===== src/rtl/exe_mem_pipe_skid_pkg.sv =====
// exe_mem_pipe_skid_pkg: shared widths, ctrl bit indices and skid buffer state encoding
package exe_mem_pipe_skid_pkg;
    localparam int DSIZE_DEF = 32;
    localparam int ASIZE_DEF = 5;
    localparam int ISIZE_DEF = 32;
    localparam int CTRL_W = 5;
    localparam int CTRL_WEN = 0;
    localparam int CTRL_MEMREAD = 1;
    localparam int CTRL_MEMWRITE = 2;
    localparam int CTRL_MEMTOREG = 3;
    localparam int CTRL_JAL = 4;
    typedef enum logic [1:0] {EMPTY, BUSY, FULL} skid_state_t;
    function automatic int payload_w(input int d, input int a, input int i);
        return 2 * d + a + CTRL_W + i;
    endfunction
endpackage


===== src/rtl/exe_mem_pipe_skid_buf.sv =====
// pipe_skid_buf: generic valid/ready stage with flush; SKID=1 adds a second entry and registers in_ready
module pipe_skid_buf
    import exe_mem_pipe_skid_pkg::*;
#(
    parameter int W = 8,
    parameter bit SKID = 1'b1
) (
    input  logic         clk,
    input  logic         rst_n,
    input  logic         in_valid,
    output logic         in_ready,
    input  logic         flush,
    input  logic [W-1:0] in_data,
    output logic         out_valid,
    input  logic         out_ready,
    output logic [W-1:0] out_data
);
    skid_state_t state, state_nxt;
    logic [W-1:0] skid_q;
    logic ready_q, in_fire, out_fire, load_main, load_skid;

    assign out_valid = state != EMPTY;
    assign in_ready = SKID ? ready_q : (~out_valid | out_ready);
    assign in_fire = in_valid & in_ready;
    assign out_fire = out_valid & out_ready;

    // With SKID=0 the BUSY->FULL arc is unreachable, so one FSM serves both variants
    always_comb begin
        state_nxt = state;
        load_main = 1'b0;
        load_skid = 1'b0;
        if (flush) state_nxt = EMPTY;
        else case (state)
            EMPTY: begin
                state_nxt = in_fire ? BUSY : EMPTY;
                load_main = in_fire;
            end
            BUSY: begin
                state_nxt = (in_fire & ~out_fire) ? FULL : (~in_fire & out_fire) ? EMPTY : BUSY;
                load_main = in_fire & out_fire;
                load_skid = in_fire & ~out_fire;
            end
            FULL: begin
                state_nxt = out_fire ? BUSY : FULL;
                load_main = out_fire;
            end
            default: state_nxt = EMPTY;
        endcase
    end

    always_ff @(posedge clk or negedge rst_n) begin
        if (!rst_n) begin
            state <= EMPTY;
            ready_q <= 1'b1;
            out_data <= '0;
            skid_q <= '0;
        end else begin
            state <= state_nxt;
            ready_q <= state_nxt != FULL;
            if (load_main) out_data <= (state == FULL) ? skid_q : in_data;
            if (load_skid) skid_q <= in_data;
        end
    end
endmodule


===== src/rtl/exe_mem_pipe_skid.sv =====
// exe_mem_pipe_skid: EXE->MEM pipeline register with handshake, flush, bubble-gated ctrl
// and a saturating stall counter
module exe_mem_pipe_skid
    import exe_mem_pipe_skid_pkg::*;
#(
    parameter int DSIZE = DSIZE_DEF,
    parameter int ASIZE = ASIZE_DEF,
    parameter int ISIZE = ISIZE_DEF,
    parameter bit SKID = 1'b1,
    parameter int CNT_W = 16
) (
    input  logic              clk,
    input  logic              rst_n,
    input  logic              in_valid,
    output logic              in_ready,
    input  logic              flush,
    input  logic [DSIZE-1:0]  aluout_in,
    input  logic [DSIZE-1:0]  rdata2_in,
    input  logic [ASIZE-1:0]  waddr_in,
    input  logic [CTRL_W-1:0] ctrl_in,
    input  logic [ISIZE-1:0]  pc_in,
    output logic              out_valid,
    input  logic              out_ready,
    output logic [DSIZE-1:0]  aluout_out,
    output logic [DSIZE-1:0]  rdata2_out,
    output logic [ASIZE-1:0]  waddr_out,
    output logic [CTRL_W-1:0] ctrl_out,
    output logic [ISIZE-1:0]  pc_out,
    output logic [CNT_W-1:0]  stall_cnt
);
    localparam int PW = payload_w(DSIZE, ASIZE, ISIZE);
    logic [PW-1:0] out_data;
    logic [CTRL_W-1:0] ctrl_q;

    pipe_skid_buf #(.W(PW), .SKID(SKID)) u_buf (
        .clk(clk),
        .rst_n(rst_n),
        .in_valid(in_valid),
        .in_ready(in_ready),
        .flush(flush),
        .in_data({aluout_in, rdata2_in, waddr_in, ctrl_in, pc_in}),
        .out_valid(out_valid),
        .out_ready(out_ready),
        .out_data(out_data)
    );

    assign {aluout_out, rdata2_out, waddr_out, ctrl_q, pc_out} = out_data;
    // A bubble must never carry wen/memwrite into MEM
    assign ctrl_out = out_valid ? ctrl_q : '0;

    always_ff @(posedge clk or negedge rst_n) begin
        if (!rst_n) stall_cnt <= '0;
        else if (out_valid & ~out_ready & ~&stall_cnt) stall_cnt <= stall_cnt + 1'b1;
    end
endmodule

===== config.mk =====
export PLATFORM = sky130hd
export DESIGN_NAME = exe_mem_pipe_skid
export DESIGN_NICKNAME = d
export VERILOG_FILES = /design/src/rtl/exe_mem_pipe_skid_pkg.sv /design/src/rtl/exe_mem_pipe_skid_buf.sv /design/src/rtl/exe_mem_pipe_skid.sv
export SDC_FILE = /design/constraint.sdc
export NUM_CORES = 1
export LEC_CHECK = 0
export BUFFER_PORTS_ARGS = -buffer_cell sky130_fd_sc_hd__buf_2
export CAP_MARGIN = 20
export CORE_MARGIN = 10
export CORE_UTILIZATION = 50
export DETAILED_ROUTE_END_ITERATION = 8
export PLACE_DENSITY = 0.8
export SETUP_SLACK_MARGIN = 0.4
export SLEW_MARGIN = 20
export SYNTH_ARGS = -nofsm -noshare
export SYNTH_HDL_FRONTEND = slang
export SYNTH_SLANG_ARGS = --single-unit

===== constraint.sdc =====
create_clock -name clk -period 3 [get_ports clk]
set_clock_uncertainty 0.15 [all_clocks]
set_input_delay 0.6 -clock clk [delete_from_list [all_inputs] [get_ports clk]]
set_output_delay 0.6 -clock clk [all_outputs]
set_load 0.1 [all_outputs]

==> qor.txt <==
Req. time, crit path -> 3.24 ns
Most common cell on crit path -> buf_12
Worst path bufs/invs -> 3
Syn Inst Count -> 1,004
Max stage delay on crit path -> 0.49 ns
CP arrival -> 2.72 ns
Post-synthesis sequential area ratio -> 0.5485
Status -> complete, no violations
Clock Root Buffer -> clkbuf_16
Htree depth -> 1
Vias in the first global route -> 7,346
Crit path launch -> u_buf.state[1]
Via count -> 7,499
RSZ-0062 raised after global routing -> false
Pwr Density -> 1071 nW/um^2
Setup TNS -> 0 ns
CTS tree -> built
Clk sinks -> 231
Most frequent cells in the layout -> 230 x buf_2, 226 x dfrtp_1, 217 x nand2_1, 109 x nor2_1, 108 x mux2_2
Layout cell share with drive strength beyond 1 -> 0.3705
Fin area -> 12,150 um^2
Delay-heaviest family, CP -> simple AND/OR/NAND/NOR gates
First-pass iteration count of the detailed router -> 5
Largest net degree at the start of global routing -> 133
Final ANT Viol Nets -> 0
EDFF count, synth -> 0
Drt total wl -> 25,510 um
Rows -> 53
Period utilization -> 0.8265
Initial Util -> 0.5046
Clock Path Buffers -> 3
Area grow syn2layout -> 15.26%
R2R setup slack -> 0.52 ns
DIE WIDTH -> 165.2 um
Worst setup SP type -> flip-flop
CORE AREA -> 20,890 um^2
CP max-delay cell -> dfrtp_2
Max Slew Vio Count -> 0
Cell area after synthesis -> 10,540 um^2
Syn_area_per_cell -> 10.50 um^2
Top_reg_cell synth -> dfrtp_1
Unique masters post-synth -> 40
Height of the die -> 165.2 um
Final setup fails -> 0
CTS Buf Count -> 25
CP Capture Type -> flip-flop
Io pins -> 235
Clock slew seen by the registers of the worst setup and hold paths -> 0.06 ns
Leak pwr -> 5.553 nW
Seq cells post-synth -> 231
Most common cell after layout, fill and taps aside -> buf_2
Max cap viols -> 0
CP max FO -> 44
Cell Area, Placed -> 11,240 um^2
Avg Vias per Cell -> 5.296
Maximum vdd drop -> 621.1 uV
Net Count, Synth -> 1,118
Ys async rst share -> 1.000
Layout Nets -> 1,237
Congestion Overflow GR -> 0
DR iter-0 viols -> 533
Levels on crit path -> 9
Antenna violations before repair -> 2
Crit Reg-Reg Startpoint -> u_buf.state[1]
R2r worst-path depth -> 9
HPWL after DPL -> 16,640 um
Reg-to-reg endpoint -> u_buf.skid_q[6]
Slew HR -> 0.4565
Kind of critical path -> flip-flop to flip-flop
Worst path cell trace -> nor2_4 -> and2b_1 -> inv_1 -> ha_1 -> nand2_1 -> nor3_4 -> buf_12 -> buf_12 -> mux2_2
Yosys warning total -> 0
First-pass GRT wire length -> 39,380 um
Crit path capture -> u_buf.skid_q[6]
GP Congestion -> 0.7917
WL/cell -> 18.01 um
GRT Total Usage -> 0.1763
PortBufs -> 234
Worst slew pin tran -> 0.8136 ns
Fin. Hold Viols -> 0
Fmax -> 403.3 MHz
Worst hold-check path type -> input pin to flip-flop
DRC violations left -> 0
Min cycle time layout -> 2.480 ns
Clk_lat worst skew -> 0.52 ns
Die Footprint -> 27,290 um^2
[registers in the layout, indices dropped and copies added, names as in the netlist]
register / count
u_buf.state: 2
stall_cnt: 16
u_buf.skid_q: 106
u_buf.out_data: 106
u_buf.in_ready: 1
[power by group]
| part | leakage [nW] | internal [mW] | switching, mW |
|---|---|---|---|
| Combinational | 2.48 | 1.12 | 4.12 |
| Sequential | 2.68 | 4.13 | 0.589 |
| Clock | 0.398 | 1.81 | 1.24 |
| Total | 5.55 | 7.06 | 5.96 |
[worst min path at each step]
stage / startpoint / endpoint / depth (start not counted)
6_report: waddr_in[2] / u_buf.skid_q[39] / 2
5_1_grt: pc_in[27] / u_buf.skid_q[27] / 2
4_1_cts: waddr_in[2] / u_buf.skid_q[39] / 2
3_5_place_dp: stall_cnt[0] / stall_cnt[0] / 1
3_3_place_gp: u_buf.skid_q[28] / u_buf.skid_q[28] / 1
2_1_floorplan: rst_n / stall_cnt[0] / 0
[what timing repair did]
item,4_1_cts,5_1_grt
hold buffers,1,0
endpoints found under the hold margin,68,0
gates resized for setup,4,5
setup endpoints to repair,63,128
pin swaps,1,0
cloned,2,1
buffers inserted,1,0
[synthesized netlist by cell type (3+ instances only)]
cell,n,area (um^2)
a31oi_1,106,663.1
and2b_1,5,37.54
buf_2,33,165.2
buf_4,106,795.8
clkbuf_1,21,78.83
dfrtp_1,230,5756
ha_1,3,37.54
inv_1,3,11.26
mux2_2,108,1216
nand2_1,217,814.5
nand3_1,7,35.03
nand4_1,4,25.02
nor2_1,109,409.1
nor3_1,4,20.02
nor4_2,4,50.05
xor2_1,13,113.9
[cell families after synthesis]
family | share of synthesized area
mux | 0.1163
flops | 0.5485
fa+ha+maj | 0.003561
xor+xnor | 0.01163
compound gates | 0.06599
simple gates | 0.1522
buf+inv | 0.1018
[through the flow]
stage	utilization	hold WS, ns	power (mW)	std cells	worst slack, ns
3_5_place_dp	0.5382	0.3376	10.01	1366	0.3885
3_3_place_gp	0.5382	0.3392	9.852	1366	0.4764
2_1_floorplan	-	0.1544	9.536	1004	0.4489
4_1_cts	0.5808	0.1496	13.11	1413	0.3932
6_report	0.5817	0.1688	13.01	1416	0.5205
5_1_grt	0.5817	0.1623	13.56	1416	0.4314
[layer usage]
metal | track usage | up-vias | routed length [um]
met2 | 0.3012 | 240 | 12780
met4 | 0.05837 | 0 | 679
met3 | 0.04165 | 47 | 1938
li1 | - | 3513 | -
met1 | 0.2150 | 3699 | 10110
met5 | 0 | - | 0
[area by class of cell]
cell class | count | area (um^2)
Sequential cell | 231 | 5787
Clock buffer | 29 | 650.6
Timing Repair Buffer | 253 | 1475
Tap cell | 275 | 344.1
Clock inverter | 14 | 157.7
Inverter | 3 | 11.26
Multi-Input combinational cell | 609 | 3720
Antenna cell | 2 | 5.005
Fill cell | 1735 | 8738
(Power assumes the default switching activity.)
